File: src/rtl/wspr_cfg_pkg.sv
// Shared definitions for the tinywspr configuration link: byte width, default strobe
// timing and the transmitter FSM state encoding.
package wspr_cfg_pkg;

    localparam int unsigned CFG_W = 8;

    // The receiver runs cfg_valid through a 2-FF synchronizer plus an edge detector.
    localparam int unsigned SyncStages       = 2;
    localparam int unsigned DefCfgBytes      = 16;
    localparam int unsigned DefLeadCycles    = 8;
    localparam int unsigned DefSetupCycles   = SyncStages + 2;
    localparam int unsigned DefHighCycles    = SyncStages + 2;
    localparam int unsigned DefLowCycles     = SyncStages + 2;
    localparam int unsigned DefFifoDepth     = 4;

    typedef enum logic [2:0] {
        StIdle,
        StLead,
        StFetch,
        StSetup,
        StHigh,
        StLow,
        StDone
    } state_e;

    function automatic int unsigned max4(input int unsigned a, input int unsigned b,
                                         input int unsigned c, input int unsigned d);
        int unsigned m;
        m = a;
        if (b > m) m = b;
        if (c > m) m = c;
        if (d > m) m = d;
        return m;
    endfunction

endpackage

File: src/rtl/wspr_config_tx_if.sv
// Host stream, frame control and receiver-facing pins of the config transmitter.
interface wspr_config_tx_if;
    import wspr_cfg_pkg::*;

    logic [CFG_W-1:0] in_data;
    logic             in_valid;
    logic             in_ready;
    logic             go;
    logic             stop;
    logic             busy;
    logic             done;
    logic [CFG_W-1:0] cfg_bits;
    logic             cfg_valid;
    logic             cfg_start;
    logic             rf_start;

    modport master (
        output in_data, in_valid, go, stop,
        input  in_ready, busy, done, cfg_bits, cfg_valid, cfg_start, rf_start
    );

    modport slave (
        input  in_data, in_valid, go, stop,
        output in_ready, busy, done, cfg_bits, cfg_valid, cfg_start, rf_start
    );

endinterface

File: src/rtl/wspr_byte_fifo.sv
// Small synchronous first-word-fall-through FIFO with a synchronous flush.
module wspr_byte_fifo #(
    parameter int unsigned DEPTH = 4,
    parameter int unsigned WIDTH = 8
) (
    input  logic             clk_i,
    input  logic             rst_i,
    input  logic             flush_i,
    input  logic             push_i,
    input  logic [WIDTH-1:0] wdata_i,
    input  logic             pop_i,
    output logic [WIDTH-1:0] rdata_o,
    output logic             full_o,
    output logic             empty_o
);
    localparam int unsigned PtrW = $clog2(DEPTH);
    localparam int unsigned CntW = PtrW + 1;

    logic [WIDTH-1:0] mem_q [DEPTH];
    logic [PtrW-1:0]  wr_ptr_q, rd_ptr_q;
    logic [CntW-1:0]  cnt_q;
    logic             do_push, do_pop;

    assign full_o  = (cnt_q == CntW'(DEPTH));
    assign empty_o = (cnt_q == '0);
    assign do_push = push_i && !full_o;
    assign do_pop  = pop_i && !empty_o;
    assign rdata_o = mem_q[rd_ptr_q];

    always_ff @(posedge clk_i) begin
        if (rst_i || flush_i) begin
            wr_ptr_q <= '0;
            rd_ptr_q <= '0;
            cnt_q    <= '0;
        end else begin
            if (do_push) wr_ptr_q <= wr_ptr_q + PtrW'(1);
            if (do_pop)  rd_ptr_q <= rd_ptr_q + PtrW'(1);
            case ({do_push, do_pop})
                2'b10:   cnt_q <= cnt_q + CntW'(1);
                2'b01:   cnt_q <= cnt_q - CntW'(1);
                default: cnt_q <= cnt_q;
            endcase
        end
    end

    always_ff @(posedge clk_i) begin
        if (do_push) mem_q[wr_ptr_q] <= wdata_i;
    end

endmodule

File: src/rtl/wspr_config_tx.sv
// Config frame transmitter: buffers host bytes and presents each one on the 8-bit bus with a
// slow valid strobe, framed by cfg_start, then raises rf_start once the frame is complete.
module wspr_config_tx
    import wspr_cfg_pkg::*;
#(
    parameter int unsigned CFG_BYTES    = DefCfgBytes,
    parameter int unsigned LEAD_CYCLES  = DefLeadCycles,
    parameter int unsigned SETUP_CYCLES = DefSetupCycles,
    parameter int unsigned HIGH_CYCLES  = DefHighCycles,
    parameter int unsigned LOW_CYCLES   = DefLowCycles,
    parameter int unsigned FIFO_DEPTH   = DefFifoDepth
) (
    input logic             clock,
    input logic             reset,
    wspr_config_tx_if.slave bus
);
    localparam int unsigned TmrMax = max4(LEAD_CYCLES, SETUP_CYCLES, HIGH_CYCLES, LOW_CYCLES);
    localparam int unsigned TmrW   = $clog2(TmrMax + 1);
    localparam int unsigned CntW   = $clog2(CFG_BYTES + 1);

    state_e           state_q, state_d;
    logic [TmrW-1:0]  tmr_q, tmr_d;
    logic [CntW-1:0]  sent_q, sent_d;
    logic [CFG_W-1:0] bits_q, bits_d;
    logic             done_q, done_d;
    logic             cfg_valid_q, cfg_start_q, rf_start_q;

    logic             fifo_push, fifo_pop, fifo_flush, fifo_full, fifo_empty;
    logic [CFG_W-1:0] fifo_rdata;
    logic             tmr_zero;

    assign fifo_push = bus.in_valid && !fifo_full;
    assign tmr_zero  = (tmr_q == '0);

    wspr_byte_fifo #(
        .DEPTH (FIFO_DEPTH),
        .WIDTH (CFG_W)
    ) u_fifo (
        .clk_i   (clock),
        .rst_i   (reset),
        .flush_i (fifo_flush),
        .push_i  (fifo_push),
        .wdata_i (bus.in_data),
        .pop_i   (fifo_pop),
        .rdata_o (fifo_rdata),
        .full_o  (fifo_full),
        .empty_o (fifo_empty)
    );

    always_comb begin
        state_d    = state_q;
        tmr_d      = tmr_q;
        sent_d     = sent_q;
        bits_d     = bits_q;
        done_d     = 1'b0;
        fifo_pop   = 1'b0;
        fifo_flush = 1'b0;

        if (bus.stop) begin
            state_d    = StIdle;
            tmr_d      = '0;
            sent_d     = '0;
            fifo_flush = 1'b1;
        end else begin
            unique case (state_q)
                StIdle, StDone: begin
                    if (bus.go) begin
                        state_d = StLead;
                        tmr_d   = TmrW'(LEAD_CYCLES - 1);
                        sent_d  = '0;
                    end
                end
                StLead: begin
                    if (tmr_zero) state_d = StFetch;
                    else          tmr_d   = tmr_q - TmrW'(1);
                end
                // No timeout: a slow source simply holds the frame open here.
                StFetch: begin
                    if (!fifo_empty) begin
                        fifo_pop = 1'b1;
                        bits_d   = fifo_rdata;
                        state_d  = StSetup;
                        tmr_d    = TmrW'(SETUP_CYCLES - 1);
                    end
                end
                StSetup: begin
                    if (tmr_zero) begin
                        state_d = StHigh;
                        tmr_d   = TmrW'(HIGH_CYCLES - 1);
                    end else begin
                        tmr_d = tmr_q - TmrW'(1);
                    end
                end
                StHigh: begin
                    if (tmr_zero) begin
                        state_d = StLow;
                        tmr_d   = TmrW'(LOW_CYCLES - 1);
                        sent_d  = sent_q + CntW'(1);
                    end else begin
                        tmr_d = tmr_q - TmrW'(1);
                    end
                end
                StLow: begin
                    if (!tmr_zero) begin
                        tmr_d = tmr_q - TmrW'(1);
                    end else if (sent_q < CntW'(CFG_BYTES)) begin
                        state_d = StFetch;
                    end else begin
                        state_d = StDone;
                        done_d  = 1'b1;
                    end
                end
                default: state_d = StIdle;
            endcase
        end
    end

    // Pin-facing outputs are decoded from the next state and registered so they never glitch.
    always_ff @(posedge clock) begin
        if (reset) begin
            state_q     <= StIdle;
            tmr_q       <= '0;
            sent_q      <= '0;
            bits_q      <= '0;
            done_q      <= 1'b0;
            cfg_valid_q <= 1'b0;
            cfg_start_q <= 1'b0;
            rf_start_q  <= 1'b0;
        end else begin
            state_q     <= state_d;
            tmr_q       <= tmr_d;
            sent_q      <= sent_d;
            bits_q      <= bits_d;
            done_q      <= done_d;
            cfg_valid_q <= (state_d == StHigh);
            cfg_start_q <= (state_d inside {StLead, StFetch, StSetup, StHigh, StLow});
            rf_start_q  <= (state_d == StDone);
        end
    end

    assign bus.in_ready  = !fifo_full;
    assign bus.busy      = (state_q != StIdle) && (state_q != StDone);
    assign bus.done      = done_q;
    assign bus.cfg_bits  = bits_q;
    assign bus.cfg_valid = cfg_valid_q;
    assign bus.cfg_start = cfg_start_q;
    assign bus.rf_start  = rf_start_q;

endmodule

File: src/flat_wrapper.sv
// flat-port wrapper written by rule: the top's interface ports become plain ports
module wspr_config_tx_flat import wspr_cfg_pkg::*;
#(
    parameter int unsigned CFG_BYTES    = DefCfgBytes,
    parameter int unsigned LEAD_CYCLES  = DefLeadCycles,
    parameter int unsigned SETUP_CYCLES = DefSetupCycles,
    parameter int unsigned HIGH_CYCLES  = DefHighCycles,
    parameter int unsigned LOW_CYCLES   = DefLowCycles,
    parameter int unsigned FIFO_DEPTH   = DefFifoDepth
)
  (clock, reset, bus_in_data, bus_in_valid, bus_go, bus_stop, bus_in_ready, bus_busy, bus_done, bus_cfg_bits, bus_cfg_valid, bus_cfg_start, bus_rf_start);
  wspr_config_tx_if bus_i ();
  input logic clock;
  input logic reset;
  input wire logic [$bits(bus_i.in_data)-1:0] bus_in_data;
  input wire logic [$bits(bus_i.in_valid)-1:0] bus_in_valid;
  input wire logic [$bits(bus_i.go)-1:0] bus_go;
  input wire logic [$bits(bus_i.stop)-1:0] bus_stop;
  output wire logic [$bits(bus_i.in_ready)-1:0] bus_in_ready;
  output wire logic [$bits(bus_i.busy)-1:0] bus_busy;
  output wire logic [$bits(bus_i.done)-1:0] bus_done;
  output wire logic [$bits(bus_i.cfg_bits)-1:0] bus_cfg_bits;
  output wire logic [$bits(bus_i.cfg_valid)-1:0] bus_cfg_valid;
  output wire logic [$bits(bus_i.cfg_start)-1:0] bus_cfg_start;
  output wire logic [$bits(bus_i.rf_start)-1:0] bus_rf_start;
  assign bus_i.in_data = bus_in_data;
  assign bus_i.in_valid = bus_in_valid;
  assign bus_i.go = bus_go;
  assign bus_i.stop = bus_stop;
  assign bus_in_ready = bus_i.in_ready;
  assign bus_busy = bus_i.busy;
  assign bus_done = bus_i.done;
  assign bus_cfg_bits = bus_i.cfg_bits;
  assign bus_cfg_valid = bus_i.cfg_valid;
  assign bus_cfg_start = bus_i.cfg_start;
  assign bus_rf_start = bus_i.rf_start;
  wspr_config_tx #(.CFG_BYTES(CFG_BYTES), .LEAD_CYCLES(LEAD_CYCLES), .SETUP_CYCLES(SETUP_CYCLES), .HIGH_CYCLES(HIGH_CYCLES), .LOW_CYCLES(LOW_CYCLES), .FIFO_DEPTH(FIFO_DEPTH)) u_core (.clock(clock), .reset(reset), .bus(bus_i));
endmodule
File: config.mk
export PLATFORM = sky130hd
export DESIGN_NAME = wspr_config_tx_flat
export DESIGN_NICKNAME = d
export VERILOG_FILES = /design/src/rtl/wspr_cfg_pkg.sv /design/src/rtl/wspr_config_tx_if.sv /design/src/rtl/wspr_byte_fifo.sv /design/src/rtl/wspr_config_tx.sv /design/src/flat_wrapper.sv
export SDC_FILE = /design/constraint.sdc
export NUM_CORES = 1
export LEC_CHECK = 0
export CAP_MARGIN = 20
export CORE_UTILIZATION = 60
export CTS_CLUSTER_DIAMETER = 150
export DETAILED_ROUTE_END_ITERATION = 16
export HOLD_SLACK_MARGIN = 0.05
export PLACE_DENSITY = 0.83
export SYNTH_ARGS = -nofsm -noshare
export SYNTH_HDL_FRONTEND = slang
export SYNTH_SLANG_ARGS = --single-unit
File: constraint.sdc
create_clock -name clock -period 4.98 [get_ports clock]
set_input_delay 0.498 -clock clock [delete_from_list [all_inputs] [get_ports clock]]
set_output_delay 0.498 -clock clock [all_outputs]
set_load 0.01 [all_outputs]
# Word level (Yosys, flattened, before mapping)
# Memories as Yosys holds them, arrays and structs flattened. A register that Yosys moved wholly into a read port is not among the register bits.
# Cells that the tools add are included.
# op_classes
n_addsub	6
magnitude_cmp	1
eq_ne	20
muxes	25
n_bitwise	4
n_reduce_logical	23
# ops
op	n
3-bit two-way mux	8
3-bit == test, second input constant	7
3-bit one-hot mux with 6 select lines	1
4-bit two-way mux	4
4-bit one-hot mux with 4 select lines	1
3-bit by 2-bit == test with 1-bit output, second input constant	4
5-bit two-way mux	2
5-bit one-hot mux with 2 select lines	1
2-bit OR reduction	4
1-bit two-way mux	7
3-bit by 1-bit == test with 1-bit output, second input constant	2
3-bit zero test	2
2-bit != test, second input constant	3
3-bit one-hot mux with 2 select lines	1
3-bit AND reduction	2
5-bit by 1-bit adder with 5-bit output, second input constant	1
5-bit < comparator, second input constant	1
5-bit nonzero test	1
2-bit by 1-bit adder with 2-bit output, second input constant	2
1-bit logical AND	4
4-bit zero test	1
1-bit NOT	4
4-bit AND reduction	1
2-bit nonzero test	2
other kinds (12)	13
# totals
reg_bits	23
mem_bits_rw	32
inputBits	13
out_inout_bits	14
elab_cells	90
n_memories	1
# memory_table
memory	words	width	rd	rd_ports_with_merged_regs	wr	line	source
u_core.u_fifo.mem_q	4	8	1	1	1	wspr_byte_fifo.sv:19	logic [WIDTH-1:0] mem_q [DEPTH];

# Depth between registers and ports, before layout
# Gate-level depths: netlist of the first run.
# depth
word_depth	7
depth_mapped	10
ltp_nobuf	10

# Hierarchy
# A second synthesis of the first run with hierarchy kept.
# unflattened
hier_cells	234
area_unflattened_um2	2822.7
# modules_own_cells
module	instances	cells_per_inst	area_per_inst_um2	seq_area_each_um2
wspr_byte_fifo	1	98	1650.3	1141.1
wspr_config_tx	1	136	1172.4	480.5

# Least setup slack after synthesis of the first run
# No wires, ideal clock.
# synth_path
path_kind	register to register
startpoint	register u_core.state_q[1]
endpoint	register u_core.u_fifo.cnt_q[2]
setup_time_ns	0.071
arrival_time_ns	2.339
required_time_ns	4.909
slack_ns	2.571
path_stages_with_launch	10
path_buffers	1
synth_period_minus_slack_ns	2.409
path_cell_list	dfxtp_1 -> nor2b_1 -> nor4b_1 -> buf_2 -> ha_1 -> inv_1 -> fa_1 -> xor2_1 -> or3_1 -> a21oi_1
# synth_between
elab_chain_len	6
word_cells_on_any_way	8
classes_between	eq/ne: 3; mux: 3; reduce/logical: 2
# synth_lines
item	line	source
from (decl)	wspr_config_tx.sv:21	state_e state_q, state_d;
from (signal assigned)	wspr_config_tx.sv:121	state_q <= StIdle;
from (signal assigned)	wspr_config_tx.sv:130	state_q <= state_d;
3-bit by 2-bit == test with 1-bit output *	wspr_config_tx.sv:65	unique case (state_q)
1-bit two-way mux *	wspr_config_tx.sv:65	
1-bit two-way mux *	wspr_config_tx.sv:59	if (bus.stop) begin
1-bit logical AND *	wspr_byte_fifo.sv:27	assign do_pop = pop_i && !empty_o;
net u_core.u_fifo.do_pop	wspr_byte_fifo.sv:22	logic do_push, do_pop;
2-bit by 1-bit == test with 1-bit output / 2-bit == test (equally long branches)	wspr_byte_fifo.sv:38	case ({do_push, do_pop})
3-bit one-hot mux with 2 select lines / 2-bit nonzero test (equally long branches)	-	
to (signal assigned)	wspr_byte_fifo.sv:39	2'b10: cnt_q <= cnt_q + CntW'(1);
to (signal assigned)	wspr_byte_fifo.sv:40	2'b01: cnt_q <= cnt_q - CntW'(1);
to (signal assigned)	wspr_byte_fifo.sv:41	default: cnt_q <= cnt_q;
to (decl)	wspr_byte_fifo.sv:21	logic [CntW-1:0] cnt_q;
# The timed path passes the listed nets; every way through them passes the cells marked *.
# A chain may end at the register's enable or synchronous reset.

# Worst setup path after layout of the first run
# layout_path
startpoint	register u_core.state_q[1]
endpoint	register u_core.u_fifo.cnt_q[2]
# layout_between
elab_chain_len	6
word_cells_on_any_way	8
classes_between	eq/ne: 3; mux: 3; reduce/logical: 2
# layout_lines
item	line
3-bit by 2-bit == test with 1-bit output *	wspr_config_tx.sv:65
1-bit two-way mux *	wspr_config_tx.sv:65
1-bit two-way mux *	wspr_config_tx.sv:59
1-bit logical AND *	wspr_byte_fifo.sv:27
2-bit by 1-bit == test with 1-bit output / 2-bit == test (equally long branches)	wspr_byte_fifo.sv:38
3-bit one-hot mux with 2 select lines / 2-bit nonzero test (equally long branches)	-
# Mark *: on every way between the ends. The rest lies on a longest branch, timed or not.

==> flow_results.org, run 1 <==
** Layout
- In the layout the commonest cells are sky130_fd_sc_hd__edfxtp_1, sky130_fd_sc_hd__dfxtp_1, sky130_fd_sc_hd__nor2_1, sky130_fd_sc_hd__clkdlybuf4s50_1, sky130_fd_sc_hd__nand2_1.
- Leaving out filler cells and counting taps, the final layout contains 315.
- In the final layout, the share of cells above drive strength 1 is 11.8%.
- The filler cells instantiated in the layout total 291.
- Layout area overhead :: 18.8%
- Leaving out fill and tap cells, the most frequent cell in the layout is sky130_fd_sc_hd__edfxtp_1.
- The number of antenna diodes in the final layout is 0.
- In the final design database the tool counted 280 nets.

** Floorplan
- In this run the vertical extent of the chip is 69.8 microns.
- The core region is 4380 sq um.
- Area of the die :: 4880 sq um
- For this configuration, the core starts out at a cell density of 63.0%.
- In this run the core area contains 24 standard-cell rows.
- Number of top-level pins :: 27
- The die is 69.8 microns wide.

** Power and ir drop
- In this run the power density over the cells is 348 nW/um^2.
- VDD sags by at most 0.382 mV.
- Net switching is 23.2% of the power.
- Leakage power total :: 1.12 nW
- Sw Pwr :: 0.265 mW
- Sequential cells account for 49.4% of the total power.
- Internal power consumption :: 0.876 mW
- Overall power consumption after layout is estimated at 1.14 mW.
- Of the total power, combinational logic draws 6.1%.
- The clock network is responsible for 44.5% of the overall power.

** Setup path
- The worst setup path is launched from a register.
- Among cell families on the critical path, the largest total delay comes from simple AND/OR/NAND/NOR gates.
- By startpoint and endpoint, the worst setup path is classified as reg -> reg.
- The worst register-to-register path ends at u_core.u_fifo.cnt_q[2]$_SDFFE_PP0P_.
- Nature of the critical path endpoint :: register
- Critical path, cell by cell :: nor2b_1, nor4b_2, buf_4, ha_1, inv_1, fa_1, xor2_1, or3_1, a21oi_1
- Setup slack on the worst reg-to-reg path comes out at 2220 ps.
- Endpoint arrival time on the critical path :: 3020 ps
- For the worst flop-to-flop path, the logic depth is 9.
- In this design, the stage delay of the slowest critical-path cell is 600 ps.
- Maximum fanout along the worst path :: 16
- Count of buffering cells on the critical path with inverters included :: 2
- Data required time of the critical path :: 5250 ps
- FF-to-FF Start :: u_core.state_q[1]$_SDFF_PP0_
- On the critical path, the stage with the largest delay is an instance of sky130_fd_sc_hd__dfxtp_1.

** Drt
- The routed layout has 1783 vias.
- Detail Route Antenna Nets :: 0
- The final layout contains routed wiring with a total length of 5.12 mm.
- The first detailed-routing pass ran for 4 iterations.
- In the routed design, unresolved DRC markers number 0.
- After detailed routing, the number of vias per cell comes to 5.66.
- DR WL/cell :: 16.3 microns
- After the first detailed-routing iteration, the DRC count stood at 140.

** Clock network
- In this run the deepest clock path goes through 2 buffers.
- The clock reaches the later pin of the worst-skew pair after 350 ps.
- The clock drives 63 sinks.
- Buffers inserted during post-CTS setup optimization :: 0
- Clock-pin transition on the worst setup and hold timing paths :: 70 ps
- CTS tree :: done
- Num CTS Buffers :: 9
- The number of gates resized after CTS was 0.
- The tree is rooted in a sky130_fd_sc_hd__clkbuf_8.
- Hold buffers post-CTS :: 0
- The H-tree was split into 3 levels.

** Yosys
- Async SR Flop Fraction :: 0%
- sky130_fd_sc_hd__edfxtp_1 takes more of the synthesized area than any other cell.
- By area the synthesized netlist is led by sky130_fd_sc_hd__edfxtp_1, sky130_fd_sc_hd__dfxtp_1, sky130_fd_sc_hd__mux4_2.
- Synthesized netlist net count :: 253
- Warnings, synthesis :: 0
- Mean cell area of the mapped netlist :: 12.0 sq um
- In this run, synthesis produced a sequential element count of 63.
- Synth cell types :: 45
- For this run, the leading register cell type out of synthesis is sky130_fd_sc_hd__edfxtp_1.
- Number of enable flip-flop cells after synthesis :: 32
- Instance count of the mapped netlist :: 231
- Register area share after synthesis :: 57.3%
- Fraction of post-synthesis cell area in the top cell type by area :: 34.8%
- Summed instance area of the synthesized netlist :: 2760 sq um

** Place
- Routability-driven placement finished with a final weighted congestion of 0.787.
- Number of port buffers :: 26
- Cells after DPL :: 299
- Detailed placement ended at an HPWL of 3.38 mm.

** GRT
- The first global-routing pass estimated 8.38 mm of wire.
- Across every metal layer, demand over resource in global routing totals 23.5%.
- Routing usage on met2 :: 36.9%
- In this run the most used layer during global routing was met2.
- GR Layer Usage met1 :: 29.1%
- The number of antenna violations at the first check in global routing is 0.
- The total overflow left after global routing is 0.
- Pin count of the biggest net entering global routing :: 21
- The via count of the first global-routing pass is 1747.
- Grt met3 use :: 5.52%

** STA
- Dividing the final minimum period by the clock period gives 55.3%.
- The clock period could shrink to 2760 ps.
- Final number of hold-violating endpoints :: 0
- Highest clock frequency the design can meet :: 0.363 GHz
- RSZ-0062 raised after global routing :: false
- Final setup violating endpoints :: 0
- Clock skew on the completed layout was measured at 8.53 ps.
- Total Neg Setup Slack :: 0 ps
- Number of slew-limit violations in the final report :: 0
- In this run the tightest slew margin relative to its limit is 26.3%.
- At the pin with the least slew margin, the transition time is 1100 ps.

** Hold path
- The worst hold path was traced through 2 stages.
- In this run the worst hold path is classified as reg -> reg.
- The worst hold path begins at u_core.u_fifo.cnt_q[2]$_SDFFE_PP0P_.
- Hold worst-path end :: u_core.u_fifo.cnt_q[2]$_SDFFE_PP0P_

** Flow run
- Max-cap violations in this run came to 0.

** Run status
- Outcome :: finished clean
## layout make-up
| type | count | area (sq um) | share of cell area (%) |
|---|---|---|---|
| Inverter | 13 | 48.8 | 1.49 |
| Clock inverter | 7 | 104 | 3.16 |
| Sequential cell | 63 | 1580 | 48.2 |
| Clock buffer | 9 | 124 | 3.77 |
| Timing Repair Buffer | 27 | 268 | 8.16 |
| Multi-Input combinational cell | 144 | 1090 | 33.2 |
| Tap cell | 52 | 65.1 | 1.98 |
## sequential cells by signal, summed over array words and instances (netlist names), 2 cells and up
signal	cells
u_core.u_fifo.wr_ptr_q	2
u_core.sent_q	5
u_core.u_fifo.rd_ptr_q	2
u_core.state_q	3
u_core.tmr_q	4
u_core.u_fifo.mem_q	32
u_core.u_fifo.cnt_q	3
u_core.bus.cfg_bits	8
## per-stage QoR
| stage | hold slack, ps | setup slack [ps] | instance area (sq um) | utilization, % |
|---|---|---|---|---|
| finish | 501 | 2220 | 3280 | 74.9 |
| global route | 533 | 2040 | 3280 | 74.9 |
| CTS | 501 | 2240 | 3280 | 74.9 |
| detailed placement | 484 | 2200 | 3050 | 69.7 |
| global placement | 483 | 2250 | 3050 | 69.7 |
| floorplan | 462 | 2570 | 2760 | - |
## cell families after synthesis
family / Yosys count / synth area share [%]
multiplexers: 16 / 9.42
flip-flops: 63 / 57.3
AND/OR/NAND/NOR: 76 / 13.6
adder cells (fa/ha/maj): 9 / 4.35
AO/OA/AOI/OAI: 35 / 9.38
XOR/XNOR: 8 / 2.54
buffers and inverters: 24 / 3.44
## worst register-to-register path, delay by kind of cell (launching register included)
family          cells  cell delay [ps]
xor+xnor            1              160
buf+inv             2              320
simple gates        3              860
flops               1              600
compound gates      1              130
fa+ha+maj           2              600
## layer usage
metal	vias up	wire (microns)
met5	-	0
met4	0	93
met3	13	218
met2	38	2540
met1	844	2270
li1	888	-
## Yosys cell counts (2+ instances only)
| cell type | instances |
|---|---|
| sky130_fd_sc_hd__edfxtp_1 | 32 |
| sky130_fd_sc_hd__dfxtp_1 | 31 |
| sky130_fd_sc_hd__nor2_1 | 30 |
| sky130_fd_sc_hd__nand2_1 | 13 |
| sky130_fd_sc_hd__inv_1 | 12 |
| sky130_fd_sc_hd__a21oi_1 | 11 |
| sky130_fd_sc_hd__ha_1 | 8 |
| sky130_fd_sc_hd__mux2i_1 | 8 |
| sky130_fd_sc_hd__mux4_2 | 8 |
| sky130_fd_sc_hd__xor2_1 | 6 |
| sky130_fd_sc_hd__nand2b_1 | 5 |
| sky130_fd_sc_hd__nor3_1 | 5 |
| sky130_fd_sc_hd__or3_1 | 5 |
| sky130_fd_sc_hd__and3_1 | 4 |
| sky130_fd_sc_hd__buf_2 | 4 |
| sky130_fd_sc_hd__clkbuf_1 | 4 |
| sky130_fd_sc_hd__a211oi_1 | 3 |
| sky130_fd_sc_hd__buf_1 | 3 |
| sky130_fd_sc_hd__nand3_1 | 3 |
| sky130_fd_sc_hd__a2111oi_0 | 2 |
| sky130_fd_sc_hd__a21o_1 | 2 |
| sky130_fd_sc_hd__a221oi_1 | 2 |
| sky130_fd_sc_hd__a31oi_1 | 2 |
| sky130_fd_sc_hd__and2_1 | 2 |
| sky130_fd_sc_hd__nand4_1 | 2 |
| sky130_fd_sc_hd__nor2b_1 | 2 |
| sky130_fd_sc_hd__o211ai_1 | 2 |
| sky130_fd_sc_hd__o21ai_0 | 2 |
| sky130_fd_sc_hd__xnor2_1 | 2 |
## power groups by stage
stage          logic [mW]  clock network, mW  registers, mW
3_5_place_dp       0.0692                  0          0.575
4_1_cts            0.0699              0.514          0.563
3_3_place_gp       0.0672                  0          0.574
6_report           0.0698              0.508          0.563
2_1_floorplan      0.0472                  0          0.571
5_1_grt            0.0775              0.537          0.565
## worst max path at each step
stage | depth (start not counted) | to | slack [ps] | start
final | 9 | u_core.u_fifo.cnt_q[2]$_SDFFE_PP0P_ | 2220 | u_core.state_q[1]$_SDFF_PP0_
after detailed placement | 9 | u_core.u_fifo.cnt_q[2]$_SDFFE_PP0P_ | 2200 | bus_stop
after global placement | 9 | u_core.u_fifo.cnt_q[2]$_SDFFE_PP0P_ | 2250 | bus_stop
after global routing | 9 | u_core.u_fifo.cnt_q[2]$_SDFFE_PP0P_ | 2040 | u_core.state_q[1]$_SDFF_PP0_
after CTS | 9 | u_core.u_fifo.cnt_q[2]$_SDFFE_PP0P_ | 2240 | u_core.state_q[1]$_SDFF_PP0_
after floorplan | 9 | u_core.u_fifo.cnt_q[2]$_SDFFE_PP0P_ | 2570 | u_core.state_q[1]$_SDFF_PP0_
(Power assumes the default switching activity.)
==> run 2, diff against run 1 <==
- CORE_UTILIZATION: 60 -> 51
- PLACE_DENSITY: 0.83 -> 0.75
- clock period: 4.98 -> 2.24 ns (I/O delays scaled with it)
==> run 2 against run 1 <==
  * Sequential power increased by 120%
  * Flip-flop and latch count unchanged
  * Critical path depth decreased by 1
  * Register-to-register slack lost 2200 ps
  * Die area up 17%
  * Via count rose by 1.5%
  * Sequential share of layout area decreased by 1.3 points
  * First-iteration DRC count down 42%
  * Highest routed layer unchanged
==> flow_results.org, run 2 (synthesis gave the netlist of run 1 again) <==
** STA
- Final worst-path setup slack :: 64.2 ps
- Number of slew-limit violations in the final report :: 0
- Highest clock frequency the design can meet :: 0.460 GHz
- At the pin with the least slew margin, the transition time is 621 ps.
- Worst max-slew margin expressed relative to the limit :: 58.4%
- Final setup violating endpoints :: 0
- Final period util :: 97.1%
- Final number of hold-violating endpoints :: 0
- The routed design could run at a clock period as short as 2180 ps.
- Total Neg Setup Slack :: 0 ps
- The clock arrives with 10.4 ps of skew.

** Flow run
- Max-capacitance violation count :: 0

** Drt
- Final routed wirelength across all metal layers :: 5.08 mm
- Initial detailed-routing violation count :: 81
- DR WL/cell :: 14.7 microns
- In this run the remaining antenna-violating nets after routing total 0.
- In the routed design, unresolved DRC markers number 0.
- In the routed layout, each cell is associated on average with a via count of 5.24.
- Total vias in the final route :: 1809
- The first detailed-routing pass took 5 iterations.

** Floorplan
- The die covers 5710 sq um.
- The floorplan step set the die width to 75.6 microns.
- Core Rows :: 26
- The floorplan step defined a core boundary enclosing 5170 sq um.
- Die Y-Extent :: 75.6 microns
- Number of top-level pins :: 27
- Starting density of the core :: 53.4%

** Layout
- Leaving out fill and tap cells, the most frequent cell in the layout is sky130_fd_sc_hd__edfxtp_1.
- Area of all placed cells without fillers :: 3380 sq um
- The repair_antennas step left the layout with diodes totalling 0.
- Counting flops per register, the top entry is u_core.u_fifo.mem_q.
- In the final layout, the share of cells above drive strength 1 is 19.3%.
- Flip-flop count of the largest register after layout :: 32
- Nets@finish :: 292
- The top cell types in the final layout, fill and taps aside, are sky130_fd_sc_hd__edfxtp_1, sky130_fd_sc_hd__nor2_1, sky130_fd_sc_hd__dfxtp_1, sky130_fd_sc_hd__clkdlybuf4s50_1.
- Measured on the finished design, the core utilization comes to 65.4%.
- Layout area overhead :: 22.5%

** Place
- The wire-length estimate of the detail-placed layout is 3.53 mm.
- Placement-stage worst setup slack :: -162 ps
- Input and output buffers added on the ports amount to 26.
- Once placement finished, the instance area stood at 3160 sq um.
- Routability Congestion :: 0.864

** Power and ir drop
- Switching fraction of total power :: 24.2%
- The clock network accounts for 38.5% of the total power.
- Of the total power, combinational logic draws 7.5%.
- In this run the power spent charging and discharging nets is 0.558 mW.
- Worst supply voltage drop on vdd :: 0.424 mV
- Internal power comes to 1.75 mW.
- Leakage power total :: 1.16 nW
- Per report_power, the sequential group accounts for 54.0% of the total.
- Cell Pwr Density :: 683 nW/um^2

** Hold path
- Hold Crit Class :: reg -> reg
- The startpoint identified for the worst hold timing path is u_core.sent_q[1]$_SDFFE_PP0P_.

** Clock network
- Clock-pin transition on the worst setup and hold timing paths :: 70 ps
- CTS placed an instance of sky130_fd_sc_hd__clkbuf_8 at the clock tree root.
- The clock drives 63 sinks.
- CTS max path bufs :: 2
- Hold repair after CTS inserted 0 buffers.
- The number of clock buffers added by TritonCTS is 9.
- CTS tree :: done
- Latest clock arrival within the worst-skew pair :: 330 ps
- The clock tree synthesis step divided the H-tree into 3 levels.

** Setup path
- The startpoint identified for the worst register-to-register timing path is u_core.u_fifo.cnt_q[0]$_SDFFE_PP0P_.
- Broken down by cell family, the worst path's largest delay share belongs to simple AND/OR/NAND/NOR gates.
- Slowest-stage cell, CP :: sky130_fd_sc_hd__fa_1
- Walking the worst path, the cells encountered are nor3_2, nor4b_4, ha_2, inv_1, fa_1, xor2_1, or3_1, a21oi_2.
- The number of buffers and inverters on the critical path is 1.
- The worst setup path is launched from a register.
- Maximum fanout along the worst path :: 3
- Critical Setup Path Class :: reg -> reg
- Nature of the critical path endpoint :: register
- For the worst setup path, the data required time is 2500 ps.
- Data on the critical path arrives at its endpoint at 2440 ps.
- Critical path origin :: u_core.u_fifo.cnt_q[0]$_SDFFE_PP0P_
- In this design, the stage delay of the slowest critical-path cell is 380 ps.

** GRT
- First-pass GRT wire length :: 8.15 mm
- Via count of the first global-routing pass :: 1711
- The number of antenna violations at the first check in global routing was 0.
- Pin count of the biggest net entering global routing :: 20
- Global routing used 20.3% of the available tracks.
- For this run the aggregate overflow at the end of global routing stands at 0.

** Run status
- The flow ran to the end, and the final reports show no timing, DRC or antenna violations.
-- run 2: cell types whose count changed in the layout (fill, tap and decap cells not counted), sizes merged --
cell,delta
bufinv,-2
buf,+12
inv,-1
clkinv,-1
clkinvlp,+3
clkbuf,+1
-- run 2: timing repair --
item / CTS / global route
setup buffers: 0 / 1
gates resized for setup: 0 / 11
setup endpoints to repair: 0 / 1
-- run 2: power by group through the flow --
| stage | registers [mW] | logic (mW) | clock network, mW |
|---|---|---|---|
| after CTS | 1.25 | 0.170 | 0.912 |
| after global placement | 1.27 | 0.166 | 0 |
| after global routing | 1.25 | 0.191 | 0.964 |
| after floorplan | 1.27 | 0.106 | 0 |
| after detailed placement | 1.27 | 0.169 | 0 |
| final | 1.25 | 0.174 | 0.890 |
-- run 2: metrics by stage --
step	cells	power (mW)	hold WS, ps
global route	345	2.40	529
floorplan	231	1.37	323
finish	345	2.31	505
CTS	344	2.33	511
detailed placement	328	1.44	487
global placement	328	1.44	474
-- run 2: layer usage --
layer / global-route usage [%] / share of wire [%] / wire length (microns) / vias to the layer above
met5: 0 / 0 / 0 / -
met3: 5.42 / 3.9 / 197 / 7
met2: 29.8 / 46 / 2360 / 41
met4: 9.88 / 1.4 / 69 / 0
met1: 28.2 / 48 / 2450 / 850
li1: - / - / - / 911
-- run 2: worst register-to-register path, stage by stage, from the launching register on --
cell	delay [ps]
sky130_fd_sc_hd__dfxtp_2	370
sky130_fd_sc_hd__nor3_2	80
sky130_fd_sc_hd__nor4b_4	330
sky130_fd_sc_hd__ha_2	230
sky130_fd_sc_hd__inv_1	50
sky130_fd_sc_hd__fa_1	380
sky130_fd_sc_hd__xor2_1	170
sky130_fd_sc_hd__or3_1	380
sky130_fd_sc_hd__a21oi_2	130
-- run 2: layout make-up --
class,instances,area (sq um)
clock inverters,6,45.0
clock buffers,10,138
inverters,13,48.8
flip-flops and latches,63,1590
multi-input cells,144,1120
repair buffers,39,358
fillers,388,1790
well taps,70,87.6
-- run 2: final timing paths --
check        cells after the start  slack, ps                                  end
max reg2reg                      8         60  u_core.u_fifo.cnt_q[2]$_SDFFE_PP0P_
min reg2reg                      2        500        u_core.sent_q[1]$_SDFFE_PP0P_
max                              8         60  u_core.u_fifo.cnt_q[2]$_SDFFE_PP0P_
min                              2        500        u_core.sent_q[1]$_SDFFE_PP0P_
